$ cat src/rtl/loader_pkg.sv
// loader_pkg: state encoding and default parameters shared by the program loader.
package loader_pkg;
  localparam int DEF_ADDR_W    = 10;
  localparam int DEF_DATA_W    = 32;
  localparam int DEF_DEPTH     = 1024;
  localparam int DEF_WR_CYCLES = 1;
  typedef enum logic [3:0] {
    IDLE, ACCEPT, SETUP, STROBE, HOLD, FILL, RELEASE, DONE, ERROR
  } state_t;
endpackage

$ cat src/rtl/loader_csum.sv
// loader_csum: running sum of source words compared against the checksum captured on the last beat.
module loader_csum #(
  parameter int DATA_W = 32
) (
  input  logic              clk,
  input  logic              reset,
  input  logic              clear,
  input  logic              add,
  input  logic              cap,
  input  logic [DATA_W-1:0] data,
  input  logic [DATA_W-1:0] exp_csum,
  output logic              ok
);
  logic [DATA_W-1:0] sum, checksum;
  logic seen;
  always_ff @(posedge clk or posedge reset)
    if (reset) begin
      sum      <= '0;
      checksum <= '0;
      seen     <= 1'b0;
    end else if (clear) begin
      sum      <= '0;
      checksum <= '0;
      seen     <= 1'b0;
    end else begin
      if (add) sum <= sum + data;
      if (cap) begin
        checksum <= exp_csum;
        seen     <= 1'b1;
      end
    end
  // A load that ends at DEPTH without in_last never supplied a checksum, so it passes.
  assign ok = !seen || sum == checksum;
endmodule

$ cat src/rtl/program_loader.sv
// program_loader: streams words into instruction memory, zero-fills to DEPTH, then releases the CPU.
// Define LOADER_CHECKSUM_EN to verify the source-word sum against in_csum before release.
module program_loader
  import loader_pkg::*;
#(
  parameter int ADDR_W    = DEF_ADDR_W,
  parameter int DATA_W    = DEF_DATA_W,
  parameter int DEPTH     = DEF_DEPTH,
  parameter int WR_CYCLES = DEF_WR_CYCLES
) (
  input  logic              clk,
  input  logic              reset,
  input  logic              start,
  input  logic              in_valid,
  input  logic [DATA_W-1:0] in_data,
  input  logic              in_last,
  input  logic [DATA_W-1:0] in_csum,
  output logic              in_ready,
  output logic [ADDR_W-1:0] mem_addr,
  output logic [DATA_W-1:0] mem_wdata,
  output logic              mem_write_n,
  output logic              override,
  output logic              cpu_reset,
  output logic              done,
  output logic              error,
  output logic [ADDR_W:0]   word_count
);
  state_t state;
  logic [3:0] cnt;
  logic last_r, filling, csum_ok, accept;
  assign accept = state == ACCEPT && in_valid;
`ifdef LOADER_CHECKSUM_EN
  loader_csum #(.DATA_W(DATA_W)) u_csum (
    .clk      (clk),
    .reset    (reset),
    .clear    (state == IDLE),
    .add      (accept),
    .cap      (accept && in_last),
    .data     (in_data),
    .exp_csum (in_csum),
    .ok       (csum_ok)
  );
`else
  logic unused_csum;
  assign unused_csum = ^in_csum;
  assign csum_ok = 1'b1;
`endif
  always_ff @(posedge clk or posedge reset)
    if (reset) begin
      state       <= IDLE;
      cnt         <= '0;
      last_r      <= 1'b0;
      filling     <= 1'b0;
      in_ready    <= 1'b0;
      mem_addr    <= '0;
      mem_wdata   <= '0;
      mem_write_n <= 1'b1;
      override    <= 1'b1;
      cpu_reset   <= 1'b1;
      done        <= 1'b0;
      error       <= 1'b0;
      word_count  <= '0;
    end else begin
      case (state)
        IDLE: if (start) begin
          state    <= ACCEPT;
          mem_addr <= '0;
          in_ready <= 1'b1;
        end
        ACCEPT: if (in_valid) begin
          mem_wdata <= in_data;
          last_r    <= in_last;
          in_ready  <= 1'b0;
          state     <= SETUP;
        end
        SETUP: begin
          mem_write_n <= 1'b0;
          cnt         <= '0;
          state       <= STROBE;
        end
        STROBE: if (cnt == 4'(WR_CYCLES - 1)) begin
          mem_write_n <= 1'b1;
          state       <= HOLD;
        end else cnt <= cnt + 4'd1;
        HOLD: begin
          word_count <= word_count + {{ADDR_W{1'b0}}, !filling};
          if (mem_addr == ADDR_W'(DEPTH - 1)) begin
            if (csum_ok) begin
              state    <= RELEASE;
              override <= 1'b0;
            end else begin
              state <= ERROR;
              error <= 1'b1;
            end
          end else begin
            mem_addr <= mem_addr + ADDR_W'(1);
            if (last_r || filling) begin
              state   <= FILL;
              filling <= 1'b1;
            end else begin
              state    <= ACCEPT;
              in_ready <= 1'b1;
            end
          end
        end
        FILL: begin
          mem_wdata <= '0;
          state     <= SETUP;
        end
        RELEASE: begin
          cpu_reset <= 1'b0;
          done      <= 1'b1;
          state     <= DONE;
        end
        default: ;
      endcase
    end
endmodule

$ cat config.mk
export PLATFORM = sky130hd
export DESIGN_NAME = program_loader
export DESIGN_NICKNAME = d
export VERILOG_FILES = /design/src/rtl/loader_pkg.sv /design/src/rtl/loader_csum.sv /design/src/rtl/program_loader.sv
export SDC_FILE = /design/constraint.sdc
export NUM_CORES = 1
export LEC_CHECK = 0
export CAP_MARGIN = 25
export CORE_ASPECT_RATIO = 0.8
export CORE_MARGIN = 5
export CORE_UTILIZATION = 42
export DETAILED_ROUTE_END_ITERATION = 10
export HOLD_SLACK_MARGIN = 0.12
export PLACE_DENSITY = 0.81
export SETUP_SLACK_MARGIN = 0.3
export SLEW_MARGIN = 25
export SYNTH_ARGS = -nofsm -noshare
export SYNTH_HDL_FRONTEND = slang
export SYNTH_SLANG_ARGS = --single-unit
$ cat constraint.sdc
create_clock -name clk -period 2.66 [get_ports clk]
set_clock_uncertainty 0.15 [all_clocks]
set_input_delay 0.399 -clock clk [delete_from_list [all_inputs] [get_ports clk]]
set_output_delay 0.399 -clock clk [all_outputs]
set_load 0.01 [all_outputs]
* Yosys cells after proc, flatten, opt, wreduce, memory -nomap -nowiden
Index checks and enable logic that the tools add are counted.
** Storage, ports and cells
- Input port bits :: 69
- Bits in registers :: 68
- Output and inout bits :: 59
** Cells by class
- Reductions and logical operators :: 18
- Add/sub/neg operators :: 3
- Bitwise logic cells :: 1
- Mux-type cells :: 20
- Equality and inequality tests :: 13
** Operator list (number)
- case mux 32 bit (2 select lines) :: 1
- two-way mux 32 bit :: 1
- case mux 4 bit (7 select lines) :: 1
- two-way mux 10 bit :: 2
- case mux 10 bit (2 select lines) :: 1
- two-way mux 4 bit :: 4
- equality test 4 x 3 -> 1 bit, second input constant :: 3
- != test 2 bit, second input constant :: 6
- adder 11 x 1 -> 11 bit :: 1
- adder 10 x 1 -> 10 bit, second input constant :: 1
- equality test 10 bit, second input constant :: 1
- AND reduction 2 bit :: 5
- equality test 4 x 2 -> 1 bit, second input constant :: 2
- zero test 4 bit :: 2
- case mux 4 bit (2 select lines) :: 1
- nonzero test 7 bit :: 1
- two-way mux 3 bit :: 2
- AND reduction 3 bit :: 2
- nonzero test 2 bit :: 3
- two-way mux 1 bit :: 5
- AND reduction 5 bit :: 1
- adder 4 x 1 -> 4 bit, second input constant :: 1
- equality test 4 x 1 -> 1 bit, second input constant :: 1
- AND reduction 4 bit :: 1
- other kinds (6) :: 6

* Longest topological paths before layout
Gate-level depths: netlist of run 1.
- Depth after elaboration :: 4
- Depth in mapped cells :: 6

* Worst setup path after synthesis of run 1
OpenSTA, ideal clock, no wires.
- Path type :: reg2reg
- Start point :: reg mem_addr[0]
- End point :: reg mem_addr[3]
- Path buffers :: 0
- Period minus slack after synthesis :: 1.663 ns
- Setup slack :: 0.997 ns
- Arrival time :: 1.380 ns
- Stages on the path, launching flop included :: 6
- Required time :: 2.376 ns
- Setup time :: 0.134 ns
- Path through :: dfrtp_1 -> ha_1 -> nand4_1 -> nor3_2 -> nor3b_1 -> mux2i_1
** Between the ends
- Cells in the longest elaborated chain, start to end :: 3
- Elaborated cells on any way between the ends :: 6
- Those cells by class :: add/sub: 1; eq/ne: 2; mux: 2; reduce/logical: 1
** Ends and longest elaborated chain
- start, declared :: line program_loader.sv:19 : output logic [ADDR_W-1:0] mem_addr,
- start signal, assigned :: line program_loader.sv:96 : mem_addr <= mem_addr + ADDR_W'(1);
- adder 10 x 1 -> 10 bit or equality test 10 bit (tied branches) :: line program_loader.sv:96, program_loader.sv:87
- two-way mux 10 bit or != test 2 bit (tied branches)
- case mux 10 bit (2 select lines) or AND reduction 3 bit (tied branches)
Several ways; a longest one is shown, not always the timed one. The select of a mux whose other input is x is not followed.
A chain may end at the register's enable or synchronous reset.

* Worst setup path after layout of run 1
- Start point :: reg state[2]
- End point :: reg word_count[8]
** Between the ends
- Cells in the longest elaborated chain, start to end :: 1
** Ends and longest elaborated chain
- start, declared :: line program_loader.sv:28 : state_t state;
- start signal, assigned :: line program_loader.sv:50 : state <= IDLE;
- start signal, assigned :: line program_loader.sv:66 : state <= ACCEPT;
- start signal, assigned :: line program_loader.sv:74 : state <= SETUP;
- equality test 4 x 3 -> 1 bit :: line program_loader.sv:64 : case (state)
- end signal, assigned :: line program_loader.sv:86 : word_count <= word_count + {{ADDR_W{1'b0}}, !filling};
- end, declared :: line program_loader.sv:26 : output logic [ADDR_W:0] word_count
No other way between the ends.

==> results.json, run 1 <==
{
  "clock-root-buffer": "clkbuf_8",
  "die_h_um": 84.1,
  "drive_above_1_share": 0.0988,
  "intPower_uw": 2500,
  "p_seq_frac": 0.431,
  "clock_path_buffers": 2,
  "fin_crit_sh": 0.749,
  "synth_top_flop_cell": "dfrtp_1",
  "swShare": 0.321,
  "tightest_slew_ns": 0.658,
  "cp_data_arrival_time_ns": 2.07,
  "path_clk_slew_ns": 0.07,
  "wire_per_inst_um": 15.8,
  "required_ns": 2.73,
  "firstDrtPassIters": 4,
  "synthCells": 242,
  "syn_to_final_growth_pct": 43.1,
  "slew_headroom": 0.560,
  "seq_area_frac_synth": 0.583,
  "grt_setup_unrepaired": "no",
  "grt_max_degree": 68,
  "grt_remaining_overflow": 0,
  "initial_core_util": 0.425,
  "drtIter0Drc": 151,
  "synth_most_common_cell": "dfrtp_1",
  "cts_tree": "yes",
  "drc": 0,
  "antenna_found_initial": 0,
  "grt_pass1_vias": 2293,
  "hpwlAfterDp_mm": 4.73,
  "route.vias.total": 2252,
  "synth_edf_count": 0,
  "final_nets": 413,
  "grt_pass1_wl_mm": 11.2,
  "ctsHoldBuffers": 0,
  "startpoint_type": "flop",
  "port_buffers": 94,
  "synthesis.area_sq_um": 2880,
  "setup_viol": 0,
  "synth-async-reset-ratio": 1.00,
  "timing.hold.worst.class": "input port to async pin",
  "fin_tns_setup_ns": 0,
  "synthTopCellsByCount": "dfrtp_1, a22o_1, nand2_1",
  "hold_violations": 0,
  "drv_slew": 0,
  "antenna_left": 0,
  "clock_sinks": 67,
  "maxCapViolations": 0,
  "power.leakage_uw": 0.00178,
  "pin_count": 128,
  "ys_seq_elements": 67,
  "routed_wl_mm": 6.81,
  "status": "finished, final reports clean",
  "timing.fmax_ghz": 0.502,
  "fillers": 587,
  "netlist_top_cells_area": "dfrtp_1, a22o_1, dfstp_2, nand2_1, ha_1",
  "clk_latency_ns": 0.34,
  "diodes": 0,
  "die_area_sq_um": 8630,
  "gp_congestion": 0.779,
  "p_sw_uw": 1180,
  "critical_path_class": "flop to flop",
  "core-area_sq_um": 6790,
  "postSynthAreaPerCell_sq_um": 11.9,
  "yosys_warnings": 0,
  "hold-worst-slack_ns": 0.293,
  "avgViaCountPerCell": 5.23,
  "synth_nets": 316,
  "rows": 27,
  "yosysTopAreaCell": "dfrtp_1",
  "cp-end-kind": "flop",
  "p_per_area_nw_per_um2": 893,
  "cts_inserted_buffers": 9,
  "post_cts_buffers": 0,
  "ir_drop_mv": 0.447,
  "h-tree-depth": 3,
  "yosys.area.top_type_share": 0.556,
  "synth.distinct_cells": 48,
  "pwr-share-clk": 0.231,
  "track_usage": 0.166,
  "die_w_um": 103,
  "layout_min_cycle_time_ns": 1.99,
  "worstPathMaxFanout": 11,
  "pwr-share-comb": 0.338,
  "post_cts_resized": 0,
  "postLayoutCoreUtil": 0.607
}
[layout by cell type (no fill, tap or decap), drive strengths merged, types with 2 or more instances in the layout]
cell | synthesis | routed
mux2 | 2 | 2
and4 | 2 | 2
xnor2 | 4 | 4
and2b | 2 | 2
inv | 11 | 13
o21ai | 11 | 11
o211ai | 2 | 2
dfstp | 3 | 3
and3 | 3 | 3
nor3b | 3 | 3
o22ai | 3 | 3
nand3 | 10 | 10
clkbuf | 1 | 9
nor4 | 2 | 2
a21oi | 8 | 8
ha | 5 | 5
mux2i | 3 | 3
nand4 | 5 | 5
buf | 11 | 4
xor2 | 5 | 5
clkinvlp | 0 | 2
nor3 | 6 | 6
dfrtp | 64 | 64
o31ai | 5 | 5
nor2 | 8 | 8
clkdlybuf4s50 | 0 | 94
clkinv | 0 | 2
a21boi | 3 | 3
nand2 | 17 | 17
a22o | 31 | 31
[registers in the layout (all words and copies together) (netlist names)]
register,flops
cnt,4
word_count,11
mem_wdata,32
in_ready,1
cpu_reset,1
filling,1
state,3
done,1
mem_write_n,1
mem_addr,10
override,1
last_r,1
[critical path, stage by stage (launching register included)]
cell     delay [ns]
dfrtp_1        0.58
nor3b_4        0.40
buf_4          0.22
and4_1         0.28
nand3_1        0.11
xnor2_1        0.14
[logic make-up (layout without fill, tap and decap cells)]
family                     after synthesis  in the layout  share of synthesized area
muxes                                    5              5                     0.0182
buffers and inverters                   23            125                     0.0399
AOI/OAI and AO/OA                       71             71                      0.185
other                                    1              1                    0.00130
adders and majority gates                5              5                     0.0217
xor gates and xnor gates                 9              9                     0.0273
and+or+nand+nor                         61             61                      0.123
DFF                                     67             67                      0.583
[layer usage]
layer	global-route usage	routed length, um	up-vias	share of wire
met3	0.0844	544	8	0.080
met5	0	0	-	0
met1	0.219	3090	1077	0.45
met2	0.243	3100	84	0.46
met4	0.0429	70	0	0.010
li1	-	-	1083	-
[power by group through the flow]
stage          registers (uW)  logic (uW)  clock network [uW]
2_1_floorplan            1650         463                   0
3_3_place_gp             1590        1230                   0
3_5_place_dp             1590        1270                   0
4_1_cts                  1580        1270                 885
5_1_grt                  1630        1350                 933
6_report                 1590        1240                 850
[metrics by stage]
stage	total power, uW	instance area (sq um)	std cells	worst slack [ns]
after floorplan	2110	2880	242	0.433
after detailed placement	2850	3920	415	0.564
final	3680	4120	431	0.667
after global placement	2820	3920	415	0.602
after CTS	3740	4120	431	0.662
after global routing	3920	4120	431	0.515
[final cells by class]
cell class,instances,area [sq um],share of cell area
flip-flops and latches,67,1680,0.407
multi-input cells,152,1100,0.266
repair buffers,98,996,0.242
clock buffers,9,124,0.0300
well taps,87,109,0.0264
clock inverters,7,76.3,0.0185
inverters,11,41.3,0.0100
[worst paths after layout]
check                           slack, ns  startpoint  cells past startpoint       endpoint
min in group clk                     0.31        done                      1           done
worst max-delay path                 0.67    state[2]                      5  word_count[8]
worst min register to register       0.31        done                      1           done
max in group asynchronous            1.75       reset                      3    mem_write_n
worst max register to register       0.67    state[2]                      5  word_count[8]
worst min-delay path                 0.29       reset                      3  word_count[6]
(Power assumes the default switching activity.)
==> run 2, diff against run 1 <==
==> constraint.sdc (replaced) <==
create_clock -name clk -period 2.01 [get_ports clk]
set_clock_uncertainty 0.15 [all_clocks]
set_input_delay 0.3015 -clock clk [delete_from_list [all_inputs] [get_ports clk]]
set_output_delay 0.3015 -clock clk [all_outputs]
set_load 0.01 [all_outputs]
==> run 2 against run 1 <==
Via count increased by 7.6%; sequential share of layout area down 2.8 points; first-iteration DRC count shrank 34%; wire length up 10%; core utilization increased by 4.8 points; global-route usage increased by 1.2 points; sequential power grew 28%; fmax grew 15%; count of clock-buffer cells in the layout increased by 2; largest power group unchanged; highest routed layer unchanged.
==> results.json, run 2 (same netlist as run 1, synthesis figures left out) <==
{
  "status": "finished, final reports clean",
  "fin_tns_setup_ns": 0,
  "path_clk_slew_ns": 0.07,
  "p_per_area_nw_per_um2": 1130,
  "drc": 0,
  "reg_top3": "mem_wdata: 32 flops, word_count: 11 flops, mem_addr: 10 flops",
  "cp_data_arrival_time_ns": 1.78,
  "p_sw_uw": 1580,
  "worstPathMaxFanout": 7,
  "mostFrequentLayoutCells": "dfrtp_1, clkdlybuf4s50_1, dlymetal6s2s_1, a22o_1, dlygate4sd2_1",
  "drv_slew": 0,
  "fillers": 535,
  "setup_viol": 0,
  "startpoint_type": "flop",
  "avgViaCountPerCell": 5.33,
  "grt_setup_unrepaired": "yes",
  "fin_crit_sh": 0.863,
  "final_nets": 437,
  "cp-end-kind": "flop",
  "hold-worst-slack_ns": 0.260,
  "clock-root-buffer": "clkbuf_8",
  "final_common_cell": "dfrtp_1",
  "p_seq_frac": 0.403,
  "rows": 27,
  "ir_drop_mv": 0.581,
  "route.vias.total": 2424,
  "clock_sinks": 67,
  "routed_wl_mm": 7.50,
  "die_w_um": 103,
  "diodes": 0,
  "dp_slack_ns": 0.230,
  "syn_to_final_growth_pct": 54.4,
  "pwr-share-comb": 0.348,
  "grt_pass1_wl_mm": 12.2,
  "worst_r2r_startpoint": "mem_addr[1]",
  "core-area_sq_um": 6790,
  "swShare": 0.313,
  "wire_per_inst_um": 16.5,
  "clk_latency_ns": 0.33,
  "r2r_cells": 6,
  "power.total_uw": 5040,
  "gp_congestion": 0.771,
  "initial_core_util": 0.425,
  "cts_inserted_buffers": 9,
  "grt_remaining_overflow": 0,
  "timing.hold.worst.class": "input port to async pin",
  "intPower_uw": 3460,
  "maxCapViolations": 0,
  "pin_count": 128,
  "r2r_slack_ns": 0.28,
  "track_usage": 0.178,
  "power.leakage_uw": 0.00257,
  "timing.fmax_ghz": 0.576,
  "critical_path_class": "flop to flop",
  "cts_tree": "yes",
  "r2r_end": "mem_addr[5]",
  "drtIter0Drc": 100,
  "antenna_found_initial": 0,
  "port_buffers": 94,
  "final_area_sq_um": 4450,
  "ctsHoldBuffers": 0,
  "drive_above_1_share": 0.201,
  "die_h_um": 84.1,
  "pwr-share-clk": 0.250,
  "grt_pass1_vias": 2524,
  "required_ns": 2.06,
  "clock_path_buffers": 2,
  "largest_reg_flops": 32,
  "firstDrtPassIters": 4,
  "h-tree-depth": 3,
  "grt_max_degree": 68,
  "hold_violations": 0,
  "die_area_sq_um": 8630,
  "regMostFlops": "mem_wdata",
  "worst_slack_ns": 0.275,
  "antenna_left": 0,
  "layout_min_cycle_time_ns": 1.73,
  "placed_area_sq_um": 3980,
  "hpwlAfterDp_mm": 4.95
}
## run 2: metrics by stage
stage,instances,utilization
6_report,455,0.655
5_1_grt,455,0.655
4_1_cts,447,0.626
3_5_place_dp,422,0.586
3_3_place_gp,422,0.586
2_1_floorplan,242,-
## run 2: cell type report
cell class / instances / area (sq um) / area share
Inverter: 11 / 45.0 / 0.0101
Multi-Input combinational cell: 152 / 1150 / 0.259
Timing Repair Buffer: 122 / 1230 / 0.276
Sequential cell: 67 / 1690 / 0.379
Clock buffer: 11 / 151 / 0.0340
Clock inverter: 5 / 75.1 / 0.0169
Tap cell: 87 / 109 / 0.0245
## run 2: how the worst max path moves through the flow
stage,from,to,slack [ns],cells after the start
after global routing,mem_addr[1],mem_addr[5],0.23,6
after global placement,in_valid,mem_wdata[24],0.24,5
after floorplan,mem_addr[0],mem_addr[3],0.35,5
after detailed placement,start,mem_addr[5],0.23,4
final,mem_addr[1],mem_addr[5],0.28,6
after CTS,mem_wdata[26],mem_wdata[26],0.30,1
## run 2: critical path, cell delays in order (launching register included)
cell and delay [ns]:
dfrtp_1 0.43, ha_2 0.21, nand4_1 0.11, nor3_2 0.07, buf_4 0.17, o311ai_0 0.34, o31ai_1 0.12
## run 2: what timing repair did
action,CTS,global route
pin swaps,1,3
buffers inserted,9,7
gates cloned,0,1
endpoints found under the setup margin,38,48
resized for setup,31,47
## run 2: layer usage
metal / global-route usage / routed length, um / up-vias
met3: 0.0585 / 548 / 11
met2: 0.267 / 3620 / 79
met5: 0 / 0 / -
li1: - / - / 1137
met1: 0.239 / 3230 / 1197
met4: 0.0691 / 105 / 0
## run 2: power groups by stage
| stage | sequential (uW) | clock [uW] | combinational [uW] |
|---|---|---|---|
| after floorplan | 2190 | 0 | 614 |
| after global placement | 2070 | 0 | 1680 |
| after detailed placement | 2080 | 0 | 1730 |
| after CTS | 2030 | 1290 | 1730 |
| after global routing | 2080 | 1360 | 1910 |
| final | 2030 | 1260 | 1750 |
==> run 3, diff against run 2 <==
--- a/config.mk
+++ b/config.mk
@@ -6,7 +6,7 @@
 export NUM_CORES = 1
 export LEC_CHECK = 0
 export CAP_MARGIN = 25
-export CORE_ASPECT_RATIO = 0.8
+export CORE_ASPECT_RATIO = 1.75
 export CORE_MARGIN = 5
 export CORE_UTILIZATION = 42
 export DETAILED_ROUTE_END_ITERATION = 10
==> run 3 against run 2 <==
Critical path depth unchanged; sequential power increased by 2%; first-iteration DRC count increased by 42%; combinational power increased by 2%; design area increased by 2.0%.
==> results.json, run 3 (same netlist as run 1, synthesis figures left out) <==
{
  "status": "finished, final reports clean",
  "pin_count": 128,
  "placed_area_sq_um": 4000,
  "fillers": 520,
  "drc": 0,
  "port_buffers": 94,
  "fin_tns_setup_ns": 0,
  "route.vias.total": 2487,
  "cp-end-kind": "flop",
  "met1_usage": 0.215,
  "die_area_sq_um": 8690,
  "diodes": 0,
  "worstPathCellList": "nor3b_4 > buf_6 > buf_6 > nand3_4 > o211ai_1 > o31ai_1",
  "die_h_um": 120,
  "layout_min_cycle_time_ns": 1.71,
  "ctsHoldBuffers": 0,
  "track_usage": 0.184,
  "grt_pass1_vias": 2628,
  "wire_per_inst_um": 16.8,
  "routed_wl_mm": 7.66,
  "die_w_um": 72.6,
  "cts_tree": "yes",
  "drtIter0Drc": 142,
  "cts_inserted_buffers": 9,
  "mostFrequentLayoutCells": "dfrtp_1, clkdlybuf4s50_1, a22o_1, buf_4, dlygate4sd2_1",
  "core-area_sq_um": 6810,
  "initial_core_util": 0.424,
  "cp_data_arrival_time_ns": 1.76,
  "hpwlAfterDp_mm": 5.18,
  "gp_congestion": 0.805,
  "grt_max_degree": 34,
  "drive_above_1_share": 0.208,
  "fin_crit_sh": 0.851,
  "seq_area_sq_um": 1690,
  "setup_viol": 0,
  "maxCapViolations": 0,
  "firstDrtPassIters": 4,
  "avgViaCountPerCell": 5.47,
  "final_common_cell": "dfrtp_1",
  "timing.fmax_ghz": 0.585,
  "ir_drop_mv": 0.810,
  "regMostFlops": "mem_wdata",
  "grt_setup_unrepaired": "yes",
  "final_nets": 441,
  "largest_reg_flops": 32,
  "grt_remaining_overflow": 0,
  "critical_path_class": "flop to flop",
  "syn_to_final_growth_pct": 57.4,
  "max_stage_delay_ns": 0.43,
  "required_ns": 2.06,
  "startpoint_type": "flop",
  "timing.hold.worst.class": "input port to async pin",
  "antenna_found_initial": 0,
  "grt.busiest_layer": "met2",
  "clock_path_buffers": 2,
  "use_met3": 0.0553,
  "final_area_sq_um": 4540,
  "clock_sinks": 67,
  "use_met2": 0.299,
  "power.leakage_uw": 0.00238,
  "final-instance-count-excl-fill": 455,
  "grt_pass1_wl_mm": 12.5,
  "p_per_area_nw_per_um2": 1170,
  "rows": 40,
  "drv_slew": 0,
  "multi_input_area_sq_um": 1170,
  "hold_violations": 0,
  "hold-worst-slack_ns": 0.180,
  "slowest_stage": "dfrtp_2",
  "antenna_left": 0,
  "path_clk_slew_ns": 0.05,
  "worstPathMaxFanout": 6,
  "clock-root-buffer": "clkbuf_16",
  "dp_cells": 421,
  "clk_latency_ns": 0.33,
  "h-tree-depth": 3,
  "reg_top3": "mem_wdata: 32 flops, word_count: 11 flops, mem_addr: 10 flops",
  "crit_top_cell": "buf_6"
}
==> run 3: cell type report <==
type / count / area share
Sequential cell: 67 / 0.372
Timing Repair Buffer: 126 / 0.274
Multi-Input combinational cell: 152 / 0.258
Clock buffer: 13 / 0.0596
Tap cell: 84 / 0.0232
Inverter: 11 / 0.00993
Clock inverter: 2 / 0.00221
==> run 3: worst max-delay path: cells and delay by family, from the launching register on <==
family	cells	cell delay, ns
AO/OA/AOI/OAI	2	0.34
buffers and inverters	2	0.29
flip-flops	1	0.43
AND/OR/NAND/NOR	2	0.36
==> run 3: layer usage <==
metal / share of wire / routed length [um]
met1: 0.37 / 2860
met2: 0.53 / 4080
met3: 0.061 / 468
met4: 0.032 / 246
met5: 0 / 0
==> run 3: path summary, 6_finish.rpt <==
kind | from | endpoint | slack (ns) | cells after the start
setup reg to reg | state[0] | mem_addr[8] | 0.30 | 6
setup / recovery | state[0] | mem_addr[8] | 0.30 | 6
hold reg to reg | done | done | 0.31 | 1
min in group clk | done | done | 0.31 | 1
hold / removal | reset | word_count[6] | 0.18 | 2
max in group asynchronous | reset | cpu_reset | 1.00 | 3
==> run 3: power breakdown <==
part | total, uW | internal (uW) | switching [uW]
logic | 1790 | 1010 | 782
registers | 2070 | 1750 | 318
clock network | 1460 | 924 | 533
total | 5320 | 3680 | 1630
==> run 3: stage by stage <==
step	total power (uW)	util	setup WS (ns)
after floorplan	2800	-	0.347
after global placement	3760	0.588	0.177
after detailed placement	3810	0.588	0.153
after CTS	5310	0.640	0.304
after global routing	5610	0.667	0.232
final	5320	0.667	0.300
==> run 3: repair_timing <==
action,CTS,global route
resized for setup,37,32
setup buffers,8,11
pin swaps,5,6
setup endpoints to repair,45,40
